--- src/rtl/alu_seq_ctrl.sv ---
// alu_seq_ctrl: registered MIPS ALU control plus iterative mul/div sequencer owning HI/LO.
// Optional macro SIGNED_MD_EN adds signed MULT/DIV with a sign-fix state.
module alu_seq_ctrl #(
    parameter int WIDTH = 32,
    parameter int CNT_W = $clog2(WIDTH) + 1
) (
    input  logic             clk,
    input  logic             rst_n,
    input  logic             Valid,
    output logic             Ready,
    input  logic [2:0]       ALUOp,
    input  logic [5:0]       Funct,
    input  logic [WIDTH-1:0] A,
    input  logic [WIDTH-1:0] B,
    output logic [3:0]       ALUCtrl,
    output logic             CtrlValid,
    output logic             Busy,
    output logic             MdDone,
    output logic [WIDTH-1:0] Hi,
    output logic [WIDTH-1:0] Lo
);

`ifdef SIGNED_MD_EN
    typedef enum logic [2:0] {S_IDLE, S_MUL, S_DIV, S_FIX, S_FIN} state_t;
`else
    typedef enum logic [2:0] {S_IDLE, S_MUL, S_DIV, S_FIN} state_t;
`endif

    state_t           state;
    state_t           after_iter;
    logic [CNT_W-1:0] cnt;
    logic [WIDTH-1:0] ph, pl, opb;
    logic [3:0]       dec;
    logic             start_mul, start_div, accept, last;
    logic [WIDTH-1:0] opa_in, opb_in;
    logic [WIDTH:0]   sum, sh;
    logic [WIDTH-1:0] dsub;
    logic             ge;
    logic [WIDTH-1:0] mul_ph, mul_pl, div_ph, div_pl;
`ifdef SIGNED_MD_EN
    logic             start_sgn;
    logic             sgn_op, is_div, neg_q, neg_r;
`endif

    assign Ready  = ~Busy;
    assign accept = Valid & Ready;
    assign last   = (cnt == CNT_W'(WIDTH - 1));

    // Combinational decode of ALUOp/Funct into op code and sequencer start
    always_comb begin
        dec       = 4'b1111;
        start_mul = 1'b0;
        start_div = 1'b0;
`ifdef SIGNED_MD_EN
        start_sgn = 1'b0;
`endif
        unique case (ALUOp)
            3'b000: dec = 4'b0010;
            3'b001: dec = 4'b0110;
            3'b010: begin
                unique case (Funct)
                    6'b100100: dec = 4'b0000;
                    6'b100101: dec = 4'b0001;
                    6'b100000: dec = 4'b0010;
                    6'b100010: dec = 4'b0110;
                    6'b101010: dec = 4'b0111;
                    6'b100111: dec = 4'b1100;
                    6'b010000: dec = 4'b1000;
                    6'b010010: dec = 4'b1001;
                    6'b011001: start_mul = 1'b1;
                    6'b011011: start_div = 1'b1;
`ifdef SIGNED_MD_EN
                    6'b011000: begin
                        start_mul = 1'b1;
                        start_sgn = 1'b1;
                    end
                    6'b011010: begin
                        start_div = 1'b1;
                        start_sgn = 1'b1;
                    end
`endif
                    default: dec = 4'b1111;
                endcase
            end
            3'b011: dec = 4'b0010;
            3'b100: dec = 4'b0111;
            3'b101: dec = 4'b1110;
            3'b110: dec = 4'b0001;
            3'b111: dec = 4'b0000;
            default: dec = 4'b1111;
        endcase
    end

    // Operand magnitudes at accept; signed ops are iterated unsigned
`ifdef SIGNED_MD_EN
    assign opa_in     = (start_sgn && A[WIDTH-1]) ? -A : A;
    assign opb_in     = (start_sgn && B[WIDTH-1]) ? -B : B;
    assign after_iter = sgn_op ? S_FIX : S_FIN;
`else
    assign opa_in     = A;
    assign opb_in     = B;
    assign after_iter = S_FIN;
`endif

    // One shift-add multiply step and one restoring divide step
    always_comb begin
        sum    = {1'b0, ph} + (pl[0] ? {1'b0, opb} : {(WIDTH+1){1'b0}});
        mul_ph = sum[WIDTH:1];
        mul_pl = {sum[0], pl[WIDTH-1:1]};
        sh     = {ph, pl[WIDTH-1]};
        ge     = (sh >= {1'b0, opb});
        dsub   = sh[WIDTH-1:0] - opb;
        div_ph = ge ? dsub : sh[WIDTH-1:0];
        div_pl = {pl[WIDTH-2:0], ge};
    end

    // Registered decode output, updated only on an accepted request
    always_ff @(posedge clk or negedge rst_n) begin
        if (!rst_n) begin
            ALUCtrl   <= 4'b1111;
            CtrlValid <= 1'b0;
        end else begin
            CtrlValid <= accept;
            if (accept) ALUCtrl <= dec;
        end
    end

    // Mul/div sequencer; ph/pl hold the working product or remainder/quotient
    always_ff @(posedge clk or negedge rst_n) begin
        if (!rst_n) begin
            state  <= S_IDLE;
            cnt    <= '0;
            ph     <= '0;
            pl     <= '0;
            opb    <= '0;
            Busy   <= 1'b0;
            MdDone <= 1'b0;
            Hi     <= '0;
            Lo     <= '0;
`ifdef SIGNED_MD_EN
            sgn_op <= 1'b0;
            is_div <= 1'b0;
            neg_q  <= 1'b0;
            neg_r  <= 1'b0;
`endif
        end else begin
            MdDone <= 1'b0;
            unique case (state)
                S_IDLE: begin
                    if (accept && (start_mul || start_div)) begin
                        cnt  <= '0;
                        opb  <= opb_in;
                        ph   <= '0;
                        pl   <= opa_in;
                        Busy <= 1'b1;
`ifdef SIGNED_MD_EN
                        sgn_op <= start_sgn;
                        is_div <= start_div;
                        neg_q  <= start_sgn & (A[WIDTH-1] ^ B[WIDTH-1]);
                        neg_r  <= start_sgn & A[WIDTH-1];
`endif
                        if (start_div && B == '0) begin
                            ph    <= A;
                            pl    <= '1;
                            state <= S_FIN;
                        end else begin
                            state <= start_mul ? S_MUL : S_DIV;
                        end
                    end
                end
                S_MUL: begin
                    ph  <= mul_ph;
                    pl  <= mul_pl;
                    cnt <= cnt + 1'b1;
                    if (last) state <= after_iter;
                end
                S_DIV: begin
                    ph  <= div_ph;
                    pl  <= div_pl;
                    cnt <= cnt + 1'b1;
                    if (last) state <= after_iter;
                end
`ifdef SIGNED_MD_EN
                S_FIX: begin
                    if (is_div) begin
                        if (neg_q) pl <= -pl;
                        if (neg_r) ph <= -ph;
                    end else if (neg_q) begin
                        {ph, pl} <= -{ph, pl};
                    end
                    state <= S_FIN;
                end
`endif
                S_FIN: begin
                    Hi     <= ph;
                    Lo     <= pl;
                    MdDone <= 1'b1;
                    Busy   <= 1'b0;
                    state  <= S_IDLE;
                end
                default: state <= S_IDLE;
            endcase
        end
    end

endmodule

--- config.mk ---
export PLATFORM = sky130hd
export DESIGN_NAME = alu_seq_ctrl
export DESIGN_NICKNAME = d
export VERILOG_FILES = /design/src/rtl/alu_seq_ctrl.sv
export SDC_FILE = /design/constraint.sdc
export NUM_CORES = 1
export LEC_CHECK = 0
export ABC_AREA = 1
export ABC_CLOCK_PERIOD_IN_PS = 3300
export CAP_MARGIN = 10
export CORE_ASPECT_RATIO = 1.1
export CORE_MARGIN = 1.5
export CORE_UTILIZATION = 45
export DETAILED_ROUTE_END_ITERATION = 16
export DONT_BUFFER_PORTS = 1
export GPL_ROUTABILITY_DRIVEN = 0
export PLACE_DENSITY_LB_ADDON = 0.1
export REMOVE_ABC_BUFFERS = 1
export SYNTH_ARGS = -nofsm -noshare
export SYNTH_HDL_FRONTEND = slang
export SYNTH_SLANG_ARGS = --single-unit
--- constraint.sdc ---
create_clock -name clk -period 3.3 [get_ports clk]
set_input_delay 0.66 -clock clk [delete_from_list [all_inputs] [get_ports clk]]
set_output_delay 0.66 -clock clk [all_outputs]
set_load 0.05 [all_outputs]
=== Word level (Yosys, flattened, before mapping) ===
Index checks and enable logic that the tools add are counted.

* Bits in read-only memories: 0
* Memory bits (writable): 0
* Memories kept: 0
* Input port bits: 76
* Latch bits: 0
* Flip-flop bits (word level): 176
* Output and inout port bits: 72
* Word-level logic and storage cells: 80

* Multiplexer cells: 24
* Bitwise operators: 2
* Div/mod/pow operators: 0
* $lt $le $gt $ge: 1
* Equality and inequality tests: 23
* Reduce and logical (&&, ||, !) cells: 16
* $add $sub $neg: 3
* $mul: 0
* Shift operators: 0

{| class="wikitable"
|+ Operator list
! kind !! count
|-
| two-way mux 32 bit || 6
|-
| one-hot mux 32 bit (3 select lines) || 2
|-
| == test 6 bit (second input constant) || 6
|-
| adder 32 x 32 -> 33 bit || 1
|-
| >= comparator 33 x 32 -> 1 bit || 1
|-
| zero test 32 bit || 1
|-
| one-hot mux 4 bit (8 select lines) || 1
|-
| subtractor 32 bit || 1
|-
| == test 6 x 5 -> 1 bit (second input constant) || 5
|-
| one-hot mux 4 bit (7 select lines) || 1
|-
| == test 3 x 2 -> 1 bit (second input constant) || 4
|-
| == test 3 bit (second input constant) || 4
|-
| one-hot mux 6 bit (2 select lines) || 1
|-
| AND reduction 2 bit || 5
|-
| adder 6 x 1 -> 6 bit (second input constant) || 1
|-
| == test 3 x 1 -> 1 bit (second input constant) || 2
|-
| zero test 3 bit || 2
|-
| two-way mux 1 bit || 6
|-
| two-way mux 3 bit || 2
|-
| two-way mux 6 bit || 1
|-
| one-hot mux 3 bit (2 select lines) || 1
|-
| two-way mux 2 bit || 2
|-
| nonzero test 2 bit || 2
|-
| OR reduction 2 bit || 2
|-
| other kinds (8) || 9
|}

=== Depth between registers and ports, before layout ===
Gate-level depths: netlist of the first run.

* Depth in word-level cells: 7
* Depth in mapped cells: 21
* Gate-level depth less buffers: 19

=== Worst setup path before layout of the first run ===
Ideal clock, no wire load.

* Path kind: register to register
* Start point: register pl[0]
* End point: register ph[25]
* Arrival time: 2.298 ns
* Slack: 0.885 ns
* Cell stages (with the launch flop): 21
* Data required time: 3.183 ns
* Clock period less this slack: 2.415 ns
* Buffers on the path: 2
* Path through: dfrtp_1 clkbuf_1 clkbuf_1 nand2_1 inv_1 ha_1 fa_1 nand3_1 nand2_1 nand3_1 nand2_1 nand2_1 nand2_1 nand2_1 nand3b_1 nand3_1 nand2_1 inv_1 nand2_1 nand2_1 nand2_1

* Word-level cells in the longest chain between the ends: 3

{| class="wikitable"
|+ Ends and longest elaborated chain
! what !! line !! text
|-
| start: declaration || 32 || <nowiki>logic [WIDTH-1:0] ph, pl, opb;</nowiki>
|-
| start signal: assignment || 154 || <nowiki>pl <= opa_in;</nowiki>
|-
| start signal: assignment || 173 || <nowiki>pl <= mul_pl;</nowiki>
|-
| start signal: assignment || 179 || <nowiki>pl <= div_pl;</nowiki>
|-
| two-way mux 32 bit || 107 || <nowiki>sum = {1'b0, ph} + (pl[0] ? {1'b0, opb} : {(WIDTH+1){1'b0}});</nowiki>
|-
| adder 32 x 32 -> 33 bit || 107 ||
|-
| one-hot mux 32 bit (3 select lines) || 148 || <nowiki>unique case (state)</nowiki>
|-
| end signal: assignment || 172 || <nowiki>ph <= mul_ph;</nowiki>
|-
| end signal: assignment || 178 || <nowiki>ph <= div_ph;</nowiki>
|-
| end: declaration || 32 ||
|}

No other way between the ends.
A chain may end at the register's enable or synchronous reset.

=== Final worst setup path of the first run ===
* Start point: register ph[27]
* End point: register ph[26]

* Word-level cells in the longest chain between the ends: 3

{| class="wikitable"
|+ Ends and longest elaborated chain
! what !! line !! text
|-
| >= comparator 33 x 32 -> 1 bit || 111 || <nowiki>ge = (sh >= {1'b0, opb});</nowiki>
|-
| two-way mux 32 bit || 113 || <nowiki>div_ph = ge ? dsub : sh[WIDTH-1:0];</nowiki>
|-
| one-hot mux 32 bit (3 select lines) * || 148 ||
|}

Every way passes the cells marked *; elsewhere a longest branch is shown, timed or not.

==> results of run 1 <==
[flip-flops by register name (all words and copies together), names as in the netlist]
| signal | cells |
|---|---|
| ALUCtrl | 4 |
| Busy | 1 |
| CtrlValid | 1 |
| Hi | 32 |
| Lo | 32 |
| MdDone | 1 |
| cnt | 6 |
| opb | 32 |
| ph | 32 |
| pl | 32 |
| state | 2 |
[cells in the mapped netlist (2+ instances only)]
cell type and count:
ha_1 69, nor2_4 2, o21ai_1 2, nor2_1 196, nor4_1 4, buf_1 5
o31ai_1 2, buf_2 10, buf_6 3, mux2_2 7, or2_2 3, nand3b_1 4
dfstp_2 4, nand3_1 176, buf_4 4, o211ai_1 13, o22ai_1 12, nor3_2 2
fa_1 2, nand2_4 2, a21oi_2 10, nor3_1 13, inv_1 350, nand3_2 6
inv_2 6, nor2_2 12, xor2_1 2, a31oi_1 3, nand4_1 33, nand2_2 7
o221ai_1 17, o21ai_0 121, xnor2_1 12, a21oi_1 164, o21bai_1 8, nand2_1 596
o21a_1 2, dfrtp_1 171, clkbuf_1 51
[cell type report]
type                    count  share of cell area
well taps                 374              0.0320
clock buffers              20              0.0306
repair buffers             29              0.0158
flip-flops and latches    175               0.300
inverters                 357              0.0917
multi-input cells        1510               0.521
clock inverters            12             0.00865
[power breakdown]
group / switching, mW / internal [mW]
clock: 1.01 / 1.09
combinational: 0.0515 / 0.0184
sequential: 0.0000000000000311 / 2.14
[worst max-delay path, cell delays in order, from the launching register on]
cell and delay, ns:
dfrtp_1 0.47, ha_1 0.40, a21oi_1 0.25, nand2_1 0.11, a21oi_1 0.22, nand2_2 0.13, nor2_8 0.30, nand2_8 0.26
nand2_4 0.25, o21ai_0 0.11, nand2_1 0.12, nand2_1 0.11, nand2_1 0.08, nand2_1 0.05
[worst max path at each step]
stage              from      to  depth (start not counted)
3_3_place_gp     ph[27]  ph[26]                         13
4_1_cts          ph[29]  ph[26]                         15
3_5_place_dp   Funct[4]  ph[16]                         12
5_1_grt          ph[27]  ph[25]                         15
6_report         ph[27]  ph[26]                         13
2_1_floorplan  state[0]  pl[10]                          6
[per-stage QoR]
step / cells / setup TNS [ns] / hold slack (ns) / total power, mW
after floorplan: 2042 / -68.09 / 0.364 / 2.23
after global placement: 2445 / 0 / 0.374 / 2.25
after CTS: 2477 / 0 / -0.125 / 4.33
after detailed placement: 2445 / 0 / 0.375 / 2.25
final: 2477 / 0 / -0.113 / 4.31
after global routing: 2477 / 0 / -0.122 / 4.42
[kinds of logic (layout without fill, tap and decap cells)]
logic type,Yosys count,after routing,synth area share
AND/OR/NAND/NOR,1058,1058,0.328
adder cells (fa/ha/maj),71,71,0.0661
flip-flops,175,175,0.321
multiplexers,7,7,0.00577
buffers and inverters,431,418,0.123
XOR/XNOR,14,14,0.00897
AO/OA/AOI/OAI,360,360,0.147
[per-layer routing]
metal / share of wire / routed length, um / track usage
met1: 0.45 / 20600 / 0.415
met5: 0 / 0 / 0
met2: 0.43 / 20000 / 0.470
met3: 0.083 / 3860 / 0.0576
met4: 0.041 / 1890 / 0.130
==> flow_metrics.py, run 1 <==
metrics = {
    "placement": {
        "dpl_cell_area_sq_mm": 0.0140,
        "numPortBuffers": 0,
        "pre_cts_ws_ns": 0.398,
        "dp_hpwl_um": 35200,
    },
    "logic_synthesis": {
        "syn_area_per_cell_sq_um": 6.46,
        "ys_warn_count": 0,
        "synthCells": 2116,
        "yosysSeqAreaShare": 0.321,
        "synth_top_area_share": 0.313,
        "synthTopCellsByArea": "dfrtp_1 (31%), nand2_1 (16%), inv_1 (9.6%), nand3_1 (6.4%), ha_1 (6.3%)",
        "yosysTopAreaCell": "dfrtp_1",
        "syn_area_sq_mm": 0.0137,
        "synth-main-ff-cell": "dfrtp_1",
        "synth_seq_cells": 175,
        "async_reset_ff_frac": 1.00,
        "ys_types": 49,
        "synth-edff-count": 0,
    },
    "sta": {
        "worst_slew_pin_slew_ns": 0.920,
        "hold_viol": 136,
        "finalSetupViolations": 0,
        "relSlewSlack": 0.385,
        "holdWs_ns": -0.113,
        "fmax_mhz": 335,
        "fin_skew_ns": 0.0206,
        "rsz0062_at_grt": "no",
        "fin_crit_sh": 0.905,
        "fin_ws_ns": 0.314,
        "final.min_clock_period_ns": 2.99,
        "slew_violations": 0,
    },
    "drt": {
        "vias": 13917,
        "firstDrtPassIters": 5,
        "first_iter_violations": 1012,
        "routed_wl_um": 46300,
        "vias_per_cell": 5.62,
        "antenna_left": 0,
        "wl_per_cell_um": 18.7,
        "drc_errors": 0,
    },
    "critical_path": {
        "rrSetupSlack_ns": 0.31,
        "worst-setup-path-type": "reg2reg",
        "critical_path_arrival_ns": 3.34,
        "crit_required_ns": 3.65,
        "worstPathMaxFanout": 36,
        "r2r_end": "ph[26]",
        "cp-end-kind": "flip-flop",
        "cp-start-kind": "flip-flop",
        "rr_startpoint": "ph[27]",
        "rr_worst_depth": 13,
    },
    "floorplanning": {
        "die_w_um": 169,
        "core_sq_mm": 0.0297,
        "io_pins": 148,
        "die_h_um": 186,
        "die_area_sq_mm": 0.0314,
        "initial_core_util": 0.460,
        "num_rows": 66,
    },
    "cts": {
        "cts_tree": "yes",
        "clock_latency_ns": 0.46,
        "ctsResizeCount": 0,
        "clockBufferDepth": 2,
        "cts-buffers-inserted": 17,
        "clkTransAtPathRegs_ns": 0.09,
        "h-tree-depth": 4,
        "cts_setup_buffers": 0,
        "cts.sinks": 175,
        "root_buffer": "clkbuf_16",
    },
    "finish": {
        "final_common_cell": "nand2_1",
        "regArea_sq_mm": 0.00438,
        "final_cell_mix": "nand2_1 (596), inv_1 (349), nor2_1 (196), nand3_1 (175), dfrtp_1 (171)",
        "final_core_util": 0.491,
        "antennaDiodeCount": 0,
        "drive_above_1_share": 0.0604,
        "nNetsFinal": 2237,
        "nFillCells": 3100,
        "area_delta_synth_final_pct": 6.93,
        "design_area_sq_mm": 0.0146,
        "multi_input_area_sq_mm": 0.00762,
    },
    "global_route": {
        "antenna_found_initial": 0,
        "grt_pass1_wl_um": 73600,
        "gr-total-overflow": 0,
        "grt_max_degree": 176,
        "track_usage": 0.304,
        "grt_pass1_vias": 13565,
    },
    "outcome": {
        "status": "finished, violations left",
        "violations": "hold timing",
    },
    "power_and_ir_drop": {
        "p_leak_nw": 8.01,
        "power.density_mw_per_mm2": 295,
        "ir_drop_mv": 0.282,
    },
    "worst_hold_path": {
        "hp-class": "in2async",
    },
    "flow_run": {
        "drv_cap": 0,
    },
}
Power figures use the tool's default switching activity.
==> inputs of run 2 (changes only) <==
PLACE_DENSITY = 0.6   (was default)
PLACE_DENSITY_LB_ADDON = default   (was 0.1)
SKIP_CTS_REPAIR_TIMING = 1   (was default)
==> run 2 against run 1 <==
  * The run still ends with hold timing left
  * Clock power is essentially flat
  * Fmax is 1.1% higher
  * Largest power group unchanged
  * Global-route usage down 0.22 points
  * Clock-buffer cell count is 1 lower
  * Utilization is 0.050 points lower
  * Sequential cell count unchanged
  * Critical path type unchanged
==> flow_metrics.py, run 2 (synthesis results as in run 1) <==
metrics = {
    "drt": {
        "vias": 13842,
        "drc_errors": 0,
        "first_iter_violations": 1196,
        "antenna_left": 0,
        "vias_per_cell": 5.59,
        "wl_per_cell_um": 18.8,
        "routed_wl_um": 46600,
        "firstDrtPassIters": 8,
    },
    "sta": {
        "holdWs_ns": -0.0953,
        "hold_viol": 134,
        "fin_skew_ns": 0.0123,
        "worst_slew_pin_slew_ns": 0.810,
        "fmax_mhz": 338,
        "rsz0062_at_grt": "no",
        "finalSetupViolations": 0,
        "relSlewSlack": 0.460,
        "slew_violations": 0,
        "fin_crit_sh": 0.895,
        "final.min_clock_period_ns": 2.95,
    },
    "floorplanning": {
        "initial_core_util": 0.460,
        "core_sq_mm": 0.0297,
        "die_area_sq_mm": 0.0314,
        "die_w_um": 169,
        "num_rows": 66,
        "io_pins": 148,
        "die_h_um": 186,
    },
    "finish": {
        "drive_above_1_share": 0.0595,
        "area_delta_synth_final_pct": 6.82,
        "nNetsFinal": 2235,
        "final_core_util": 0.491,
        "stdcell_count": 2475,
        "final_cell_mix": "nand2_1 (596), inv_1 (349), nor2_1 (196), nand3_1 (175), dfrtp_1 (171)",
        "final_common_cell": "nand2_1",
        "antennaDiodeCount": 0,
    },
    "critical_path": {
        "crit_required_ns": 3.64,
        "cp-end-kind": "flip-flop",
        "critical_path_arrival_ns": 3.30,
        "slowest_stage": "dfrtp_1",
        "max_stage_delay_ns": 0.56,
        "worst-setup-path-type": "reg2reg",
        "cp-start-kind": "flip-flop",
        "worstPathMaxFanout": 15,
        "path_cells": "nand2_1 -> inv_1 -> ha_1 -> fa_1 -> nand3_1 -> nand2_1 -> nand3_1 -> nand2_1 -> nand2_1 -> nand2_1 -> nand2_1 -> nand3b_1 -> nand3_1 -> nand2_1 -> inv_1 -> nand2_1 -> nand2_1 -> nand2_1",
        "path_common_cell": "nand2_1",
        "cp_top_family": "simple AND/OR/NAND/NOR gates",
        "timing.critical_path.buf_inv": 2,
    },
    "global_route": {
        "antenna_found_initial": 1,
        "gr-total-overflow": 0,
        "grt_pass1_wl_um": 72500,
        "grt_max_degree": 176,
        "grt_pass1_vias": 13256,
        "track_usage": 0.302,
    },
    "placement": {
        "dp.cells": 2443,
        "numPortBuffers": 0,
        "dp_hpwl_um": 35000,
    },
    "cts": {
        "cts.sinks": 175,
        "clockBufferDepth": 2,
        "cts-buffers-inserted": 17,
        "cts_tree": "yes",
        "clock_latency_ns": 0.45,
        "clkTransAtPathRegs_ns": 0.08,
        "h-tree-depth": 4,
        "root_buffer": "clkbuf_16",
    },
    "power_and_ir_drop": {
        "p_total_mw": 4.30,
        "power.density_mw_per_mm2": 295,
        "ir_drop_mv": 0.349,
        "p_leak_nw": 7.99,
    },
    "worst_hold_path": {
        "hp-class": "in2async",
    },
    "flow_run": {
        "drv_cap": 0,
    },
    "outcome": {
        "violations": "hold timing",
        "status": "finished, violations left",
    },
}
run 2: metal layers:
metal | track usage | vias up | share of wire
met3 | 0.0515 | 82 | 0.088
met4 | 0.106 | 2 | 0.028
met5 | 0 | - | 0.00028
li1 | - | 6715 | -
met2 | 0.469 | 598 | 0.44
met1 | 0.422 | 6445 | 0.44
run 2: power breakdown:
part / total (mW) / switching [mW] / internal (mW) / leakage (nW)
Clock: 2.09 / 1.01 / 1.08 / 0.278
Combinational: 0.0672 / 0.0488 / 0.0184 / 5.40
Sequential: 2.14 / 0.0000000000000324 / 2.14 / 2.31
run 2: stage by stage:
stage / area, sq um / worst slack (ns) / hold slack, ns / TNS, ns
after floorplan: 13300 / -1.37 / 0.364 / -68.09
after global placement: 14000 / 0.433 / 0.374 / 0
after detailed placement: 14000 / 0.417 / 0.376 / 0
after CTS: 14600 / 0.400 / -0.103 / 0
after global routing: 14600 / 0.161 / -0.112 / 0
final: 14600 / 0.346 / -0.0953 / 0
run 2: final timing paths:
path,start,end,slack [ns],cells after the start
worst max-delay path,pl[0],ph[25],0.35,18
worst min-delay path,rst_n,Hi[23],-0.1,0
worst max register to register,pl[0],ph[25],0.35,18
worst min register to register,pl[12],pl[12],0.52,2
max in group asynchronous,rst_n,ph[20],2.97,0
min in group clk,ALUOp[0],ALUCtrl[0],0.27,1
run 2: area by class of cell:
type | instances | area, sq um
multi-input cells | 1510 | 7620
well taps | 374 | 468
clock inverters | 13 | 130
fillers | 3117 | 15100
repair buffers | 27 | 215
flip-flops and latches | 175 | 4380
clock buffers | 19 | 443
inverters | 357 | 1340
==> inputs of run 3 (changes only) <==
CORE_ASPECT_RATIO = 1.75   (was 1.1)
CORE_MARGIN = 2   (was 1.5)
==> run 3 against run 2 <==
  * The flow still finishes with violations (hold timing)
  * Largest cell class unchanged
  * Die area rose by 1.3%
  * Via count down 0.37%
  * First-iteration DRC count decreased by 13%
  * Design area barely moved
  * Register-to-register slack worse by 0.09 ns
  * Non-clock buffer count decreased by 4
  * Clock skew is 0.0024 ns lower
  * Sequential share of layout area about the same
  * Sequential power is essentially flat
  * Sequential cell count did not move
==> flow_metrics.py, run 3 (synthesis results as in run 1) <==
metrics = {
    "floorplanning": {
        "die_area_sq_mm": 0.0318,
        "core_sq_mm": 0.0300,
        "die_h_um": 235,
        "io_pins": 148,
        "die_w_um": 136,
        "num_rows": 84,
        "initial_core_util": 0.456,
    },
    "cts": {
        "h-tree-depth": 4,
        "cts.sinks": 175,
        "clockBufferDepth": 2,
        "clock_latency_ns": 0.46,
        "clkTransAtPathRegs_ns": 0.07,
        "cts_tree": "yes",
        "cts-buffers-inserted": 17,
        "root_buffer": "clkbuf_16",
    },
    "sta": {
        "rsz0062_at_grt": "no",
        "final.min_clock_period_ns": 3.04,
        "fin_ws_ns": 0.257,
        "finalSetupViolations": 0,
        "worst_slew_pin_slew_ns": 0.814,
        "fin_crit_sh": 0.922,
        "relSlewSlack": 0.457,
        "fin_setup_tns_ns": 0,
        "hold_viol": 171,
        "slew_violations": 0,
        "holdWs_ns": -0.109,
        "fin_skew_ns": 0.00992,
        "fmax_mhz": 329,
    },
    "drt": {
        "antenna_left": 0,
        "vias": 13791,
        "drc_errors": 0,
        "wl_per_cell_um": 19.6,
        "first_iter_violations": 1036,
        "firstDrtPassIters": 5,
        "routed_wl_um": 48800,
        "vias_per_cell": 5.55,
    },
    "finish": {
        "drive_above_1_share": 0.0596,
        "final_cell_mix": "nand2_1 (596), inv_1 (349), nor2_1 (196), nand3_1 (175), dfrtp_1 (170)",
        "nNetsFinal": 2231,
        "multi_input_area_sq_mm": 0.00762,
        "area_delta_synth_final_pct": 6.88,
        "final_common_cell": "nand2_1",
        "design_area_sq_mm": 0.0146,
        "antennaDiodeCount": 0,
        "regArea_sq_mm": 0.00439,
        "stdcell_count": 2484,
        "nFillCells": 3129,
    },
    "critical_path": {
        "crit_required_ns": 3.64,
        "cp-end-kind": "flip-flop",
        "rrSetupSlack_ns": 0.26,
        "r2r_end": "ph[21]",
        "cp-start-kind": "flip-flop",
        "crit_start": "ph[23]",
        "worstPathMaxFanout": 14,
        "critical_path_arrival_ns": 3.39,
        "rr_worst_depth": 12,
        "worst-setup-path-type": "reg2reg",
        "rr_startpoint": "ph[23]",
    },
    "power_and_ir_drop": {
        "p_clk_frac": 0.479,
        "sw_frac_of_total": 0.239,
        "combPwrFrac": 0.015,
        "ir_drop_mv": 0.383,
        "pwr-share-seq": 0.505,
        "p_leak_nw": 8.00,
        "p_sw_mw": 1.02,
        "internal-power_mw": 3.23,
        "power.density_mw_per_mm2": 290,
    },
    "global_route": {
        "grt_pass1_vias": 13651,
        "antenna_found_initial": 0,
        "grt_pass1_wl_um": 75500,
        "grt_max_degree": 176,
        "gr-total-overflow": 0,
        "track_usage": 0.315,
    },
    "placement": {
        "dp_hpwl_um": 37400,
        "pre_cts_ws_ns": 0.173,
        "dp.cells": 2452,
        "dpl_cell_area_sq_mm": 0.0140,
        "numPortBuffers": 0,
    },
    "flow_run": {
        "drv_cap": 0,
    },
    "worst_hold_path": {
        "hp-class": "in2async",
    },
    "outcome": {
        "violations": "hold timing",
        "status": "finished, violations left",
    },
}
==> run 3: through the flow <==
step	total power, mW	utilization
CTS	4.29	0.487
floorplan	2.23	-
detailed placement	2.25	0.468
global route	4.37	0.488
finish	4.24	0.488
global placement	2.25	0.468
==> run 3: power groups by stage <==
stage / sequential [mW] / clock [mW] / combinational [mW]
finish: 2.14 / 2.03 / 0.0649
global route: 2.14 / 2.16 / 0.0722
CTS: 2.14 / 2.08 / 0.0643
detailed placement: 2.19 / 0 / 0.0636
global placement: 2.19 / 0 / 0.0632
floorplan: 2.19 / 0 / 0.0445
==> run 3: routing by layer <==
layer | track usage | up-vias | wire length (um)
li1 | - | 6713 | -
met1 | 0.344 | 6380 | 18000
met2 | 0.539 | 526 | 24000
met3 | 0.0525 | 172 | 2820
met4 | 0.241 | 0 | 3970
met5 | 0 | - | 0
==> run 3: worst max path at each step <==
stage	cells after the start	endpoint
2_1_floorplan	6	pl[10]
3_3_place_gp	16	ph[24]
5_1_grt	14	ph[30]
3_5_place_dp	16	ph[24]
6_report	12	ph[21]
4_1_cts	16	ph[24]
==> run 3: area by class of cell <==
cell class	instances	area share
Multi-Input combinational cell	1510	0.522
Timing Repair Buffer	23	0.0135
Inverter	357	0.0918
Tap cell	387	0.0332
Clock inverter	11	0.00660
Clock buffer	21	0.0329
Sequential cell	175	0.300
==> run 3: critical path, cell delays in order (launching register included) <==
cell and delay (ns):
dfrtp_1 0.44, ha_1 0.45, a21oi_1 0.33, nand2_1 0.15, a21oi_2 0.19, nor2_2 0.09
nor2_8 0.16, buf_4 0.29, nand3_1 0.22, nand3_1 0.17, nand3_1 0.25, nand2_1 0.15
nand2_1 0.06
==> edit 1: new RTL, flow settings as in run 1 <==
Encoding of `state_t`: now one-hot (4 bits for 4 states).
--- a/src/rtl/alu_seq_ctrl.sv
+++ b/src/rtl/alu_seq_ctrl.sv
@@ -24,5 +24,5 @@
     typedef enum logic [2:0] {S_IDLE, S_MUL, S_DIV, S_FIX, S_FIN} state_t;
 `else
-    typedef enum logic [2:0] {S_IDLE, S_MUL, S_DIV, S_FIN} state_t;
+    typedef enum logic [3:0] {S_IDLE = 4'b0001, S_MUL = 4'b0010, S_DIV = 4'b0100, S_FIN = 4'b1000} state_t;
 `endif
 
Formal check against the unedited RTL: same outputs for any inputs over 10 cycles, from zero or initial values and one cycle with rst_n low; not proved beyond that.
==> edit 1 against run 1 <==
  * The run still ends with hold timing left
  * Fmax is 2.0% higher
  * Die area increased by 0.57%
  * Sequential share of layout area hardly changed
  * Routed wire length shrank 2.2%
  * Non-clock buffer count shrank 9
  * Final area is 1.1% higher
  * First-iteration DRC count rose by 61%
  * Critical path type unchanged
  * Sequential cell count up 2
  * Critical endpoint is now ph[30]$_DFFE_PN0P_
  * Via count shrank 1.8%
  * Area after synthesis increased by 0.58%
  * Worst setup slack improved by 59 ps
Power is not compared: it rests on default switching activity, and its combinational part moved more than twofold at a synthesized area within 25%.
==> edit 1: results (changes against run 1) <==
Run status:
- Result of the run: finished with violations (unchanged).
- Failing checks: hold timing (unchanged).

Timing:
- The slew at the pin closest to its max-slew limit is 751.7 ps (was 920.3 ps).
- The final hold violation count is 145 (was 136).
- The post-route worst hold slack is -92.28 ps (was -113.2 ps).
- The final clock skew is 10.64 ps (was 20.57 ps).

Cells and area:
- The count of filler cells inserted in the layout is 3109 (was 3100).
- The fraction of final layout cells sized beyond drive strength 1 was 0.04958 (was 0.06039).
- The count of nets after finishing is 2270 (was 2237).

Setup path:
- The launch instance of the worst register-to-register path is ph[25]$_DFFE_PN0P_ (was ph[27]$_DFFE_PN0P_).
- The largest driver fanout on the critical path is 24 (was 36).
- The minimum setup slack among reg-to-reg paths is 370 ps (was 310 ps).
- The arrival time of data at the critical path endpoint was 3300 ps (was 3340 ps).
- The worst flop-to-flop path endpoint was ph[30]$_DFFE_PN0P_ (was ph[26]$_DFFE_PN0P_).

Clocking:
- The CTS clock-pin slew for the worst setup and hold paths is 70 ps (was 90 ps).
- The number of buffers inserted to repair setup after CTS is 0 (unchanged).
- The total CTS buffers is 17 (unchanged).

Place:
- The post-place instance area is 14120 um2 (was 14040 um2).
- The number of instances in the placed design is 2516 (was 2445).
- The total half-perimeter wirelength after legalization and detailed placement came to 35.98 mm (was 35.23 mm).

Synthesis:
- The post-synthesis adder-cell area fraction is 0.06209 (was 0.06611).
- Synth top cells by count: nand2_1 (663), inv_1 (386), nor2_1 (180) (was nand2_1 (596), inv_1 (350), nor2_1 (196)).
- The share of synthesized area spent on multiplexers is 0 (was 0.005769).
- The distinct cell type count of the synthesized netlist was 47 (was 49).
- The xor/xnor cell area share of the yosys netlist is 0.01083 (was 0.008974).
- The mean instance size in the synthesized netlist is 6.386 um2 (was 6.458 um2).
- The share of the synthesized area in compound gates (AO/OA/AOI/OAI) is 0.1434 (was 0.1470).
- Main area contributors after synthesis: dfrtp_1 (31%), nand2_1 (18%), inv_1 (11%), ha_1 (5.9%), o21ai_0 (5.5%) (was dfrtp_1 (31%), nand2_1 (16%), inv_1 (9.6%), nand3_1 (6.4%), ha_1 (6.3%)).
- The fraction of the yosys area taken by sequential cells is 0.3227 (was 0.3208).

GRT:
- The via count of the first global-routing pass was 12900 (was 13570).
- The overall global routing resource usage is 0.2931 (was 0.3039).
- The first-pass GRT wire length is 71.08 mm (was 73.57 mm).
- The maximum number of pins on one net before global-route repair is 178 (was 176).

Detailed routing:
- The overall routed net length is 45.32 mm (was 46.33 mm).
- The ratio of routed vias to standard cells is 5.370 (was 5.618).
- The count of vias placed by the detailed router came to 13670 (was 13920).
- The violation count after the first detailed-route iteration is 1627 (was 1012).
- The first-pass iteration count of the detailed router came to 7 (was 5).

Pwr:
- IR analysis of the VDD net gives a maximum drop of 412.3 uV.
[edit 1: cell families (layout without fill, tap and decap cells)]
kind of cell | after synthesis | count (layout)
flip-flops | 177 | 177
XOR/XNOR | 17 | 17
buffers and inverters | 464 | 450
adder cells (fa/ha/maj) | 67 | 67
AND/OR/NAND/NOR | 1068 | 1068
AO/OA/AOI/OAI | 359 | 359
[edit 1: worst max-delay path by stage]
stage | slack [ps] | from | cells past startpoint | to
final | 370 | ph[25]$_DFFE_PN0P_ | 13 | ph[30]$_DFFE_PN0P_
after global routing | 260 | opb[25]$_DFFE_PN0P_ | 16 | ph[29]$_DFFE_PN0P_
after CTS | 420 | ph[25]$_DFFE_PN0P_ | 13 | ph[30]$_DFFE_PN0P_
after detailed placement | 430 | ph[25]$_DFFE_PN0P_ | 13 | ph[30]$_DFFE_PN0P_
after global placement | 450 | ph[25]$_DFFE_PN0P_ | 13 | ph[30]$_DFFE_PN0P_
after floorplan | -810 | Busy$_DFFE_PN0P_ | 7 | pl[10]$_DFFE_PN0P_
[edit 1: final cells by class]
cell class | instances | area share
inverter | 400 | 0.1019
tap | 408 | 0.03457
clock inverter | 10 | 0.01246
sequential | 177 | 0.3004
clock buffer | 20 | 0.03093
timing repair buffer | 20 | 0.01356
multi-input combinational | 1511 | 0.5062
[edit 1: worst reg2reg max path, stage by stage, from the launching register on]
cell,delay (ps)
dfrtp_1,470
ha_1,430
nand2_1,120
nor2_1,370
nand3_1,120
nor2_1,230
nand2_1,160
nand2_2,120
nor2_4,50
nand2_8,180
nand2_2,240
o21ai_2,120
nand2_1,120
a21oi_1,140
[edit 1: power by group]
| part | internal (uW) | total (uW) | switching (uW) |
|---|---|---|---|
| combinational | 2230 | 6900 | 4670 |
| sequential | 2610 | 3040 | 426 |
| clock | 1380 | 2300 | 920 |
[edit 1: layer usage]
layer  global-route usage  part of all wire  up-vias
met3              0.03893             0.066       62
met1               0.4045              0.46     6365
met4               0.1158             0.034        0
li1                     -                 -     6753
met5                    0                 0        -
met2               0.4659              0.44      493
[edit 1: stage by stage]
step                setup TNS (ps)  utilization  hold slack (ps)  setup slack (ps)
detailed placement               0       0.4738            372.4             434.7
CTS                              0       0.4953           -108.4             420.1
floorplan                   -45550            -            364.4            -815.0
global placement                 0       0.4738            373.4             452.3
finish                           0       0.4953           -92.28             373.0
global route                     0       0.4953           -116.7             256.3
==> edit 2: new RTL, config.mk and constraints of run 1 <==
Made on the original files. `WIDTH`: 32 -> 16.
--- a/src/rtl/alu_seq_ctrl.sv
+++ b/src/rtl/alu_seq_ctrl.sv
@@ -2,5 +2,5 @@
 // Optional macro SIGNED_MD_EN adds signed MULT/DIV with a sign-fix state.
 module alu_seq_ctrl #(
-    parameter int WIDTH = 32,
+    parameter int WIDTH = 16,
     parameter int CNT_W = $clog2(WIDTH) + 1
 ) (
Ports: changed (resized A, B, Hi and Lo); port bits go from 148 to 84. No check against the original RTL was run, so the function may have changed too.
==> edit 2 against run 1 <==
  * Via count decreased by 54%
  * Sequential cell count is 81 lower
  * Global-route usage fell by 4.8 points
  * Worst hold slack improved by 260 ps
  * First-iteration DRC count decreased by 56%
  * Critical path depth rose by 4
  * Sequential share of layout area rose by 1.8 points
  * Worst setup slack better by 350 ps
  * Final area is 49% lower
  * Area after synthesis fell by 49%
  * Routed wire length is 57% lower
  * Non-clock buffer count fell by 16
  * Critical path type unchanged
  * Highest routed layer unchanged
Power is left out: it rests on default switching activity, and per cell area and clock period it moved more than threefold.
==> edit 2: results (changes against run 1) <==
Cells and area:
- The fraction of final layout cells sized beyond drive strength 1 was 0.07825 (was 0.06039).
- The count of nets after finishing came to 1063 (was 2237).
- The count of filler cells inserted in the layout is 1609 (was 3100).

Clocking:
- The level count of the clock H-tree came to 3 (was 4).
- The CTS clock-pin slew for the worst setup and hold paths came to 70 ps (was 90 ps).
- The later-pin clock latency in the skew report is 360 ps (was 460 ps).
- The total CTS buffers was 9 (was 17).

Detailed routing:
- The ratio of routed vias to standard cells is 5.426 (was 5.618).
- The overall routed net length is 19.99 mm (was 46.33 mm).
- The violation count after the first detailed-route iteration is 445 (was 1012).
- The routed length on met3 came to 1.091 mm (was 3.856 mm).
- The detailed-routed wire length on met2 is 9.087 mm (was 19.96 mm).

Synthesis:
- Synth top cells by count: nand2_1 (283), inv_1 (149), dfrtp_1 (90) (was nand2_1 (596), inv_1 (350), nor2_1 (196)).
- The post-synthesis instance total was 986 (was 2116).
- Main area contributors after synthesis: dfrtp_1 (33%), nand2_1 (15%), inv_1 (8.1%), ha_1 (6.9%), o21ai_0 (5.4%) (was dfrtp_1 (31%), nand2_1 (16%), inv_1 (9.6%), nand3_1 (6.4%), ha_1 (6.3%)).
- The fraction of the yosys area taken by sequential cells is 0.3408 (was 0.3208).

Place:
- The worst-case setup slack after placement is 745.8 ps (was 398.3 ps).
- The number of instances in the placed design is 1163 (was 2445).

Timing:
- The normalized max-slew margin was 0.5238 (was 0.3850).

GRT:
- The routing usage on met1 came to 0.3453 (was 0.4153).
- The met3 global-route usage is 0.04569 (was 0.05762).
- The via count of the first global-routing pass is 6050 (was 13570).

Setup path:
- The arrival time of data at the critical path endpoint was 2880 ps (was 3340 ps).
- The launch instance of the worst register-to-register path is pl[0]$_DFFE_PN0P_ (was ph[27]$_DFFE_PN0P_).
- The number of cell instances on the worst register-to-register path is 17 (was 13).

Run status:
- Result of the run: completed (was finished with violations).
[edit 2: logic make-up (layout without fill, tap and decap cells)]
logic type / after synthesis / after routing / synth area share
compound gates: 187 / 187 / 0.1534
buf+inv: 189 / 187 / 0.1125
xor+xnor: 9 / 9 / 0.01140
fa+ha+maj: 40 / 40 / 0.07453
flops: 94 / 94 / 0.3408
mux: 16 / 16 / 0.02315
simple gates: 451 / 451 / 0.2842
[edit 2: worst max-delay path by stage]
stage,from,slack (ps),endpoint,cells after the start
final,pl[0]$_DFFE_PN0P_,670,ph[11]$_DFFE_PN0P_,17
after global routing,pl[0]$_DFFE_PN0P_,380,ph[11]$_DFFE_PN0P_,17
after CTS,pl[0]$_DFFE_PN0P_,720,ph[11]$_DFFE_PN0P_,17
after detailed placement,pl[0]$_DFFE_PN0P_,750,ph[11]$_DFFE_PN0P_,17
after global placement,pl[0]$_DFFE_PN0P_,740,ph[11]$_DFFE_PN0P_,17
after floorplan,state[0]$_DFFE_PN0P_,590,ph[10]$_DFFE_PN0P_,8
[edit 2: layout make-up]
type,instances,area share
Clock buffer,10,0.03088
Tap cell,196,0.03307
Multi-Input combinational cell,703,0.5099
Timing Repair Buffer,13,0.01586
Inverter,158,0.07997
Clock inverter,6,0.01249
Sequential cell,94,0.3179
[edit 2: critical path, cell delays in order (launching register included)]
cell and delay (ps):
dfrtp_1 800, nand2_1 110, inv_1 80, ha_1 230, fa_1 270, nand3_1 80, nand2_1 150, nand3_1 90
nand2_1 170, nand2_1 110, nand2_1 70, nand2_1 50, nand3_1 70, nand2_1 50, inv_1 50, nand2_1 50
nand2_1 50, nand2_1 40
[edit 2: repair_timing]
| action | 4_1_cts | 5_1_grt |
|---|---|---|
| hold buffers | 1 | 0 |
| endpoints found under the hold margin | 90 | 0 |
| buffers inserted | 0 | 0 |
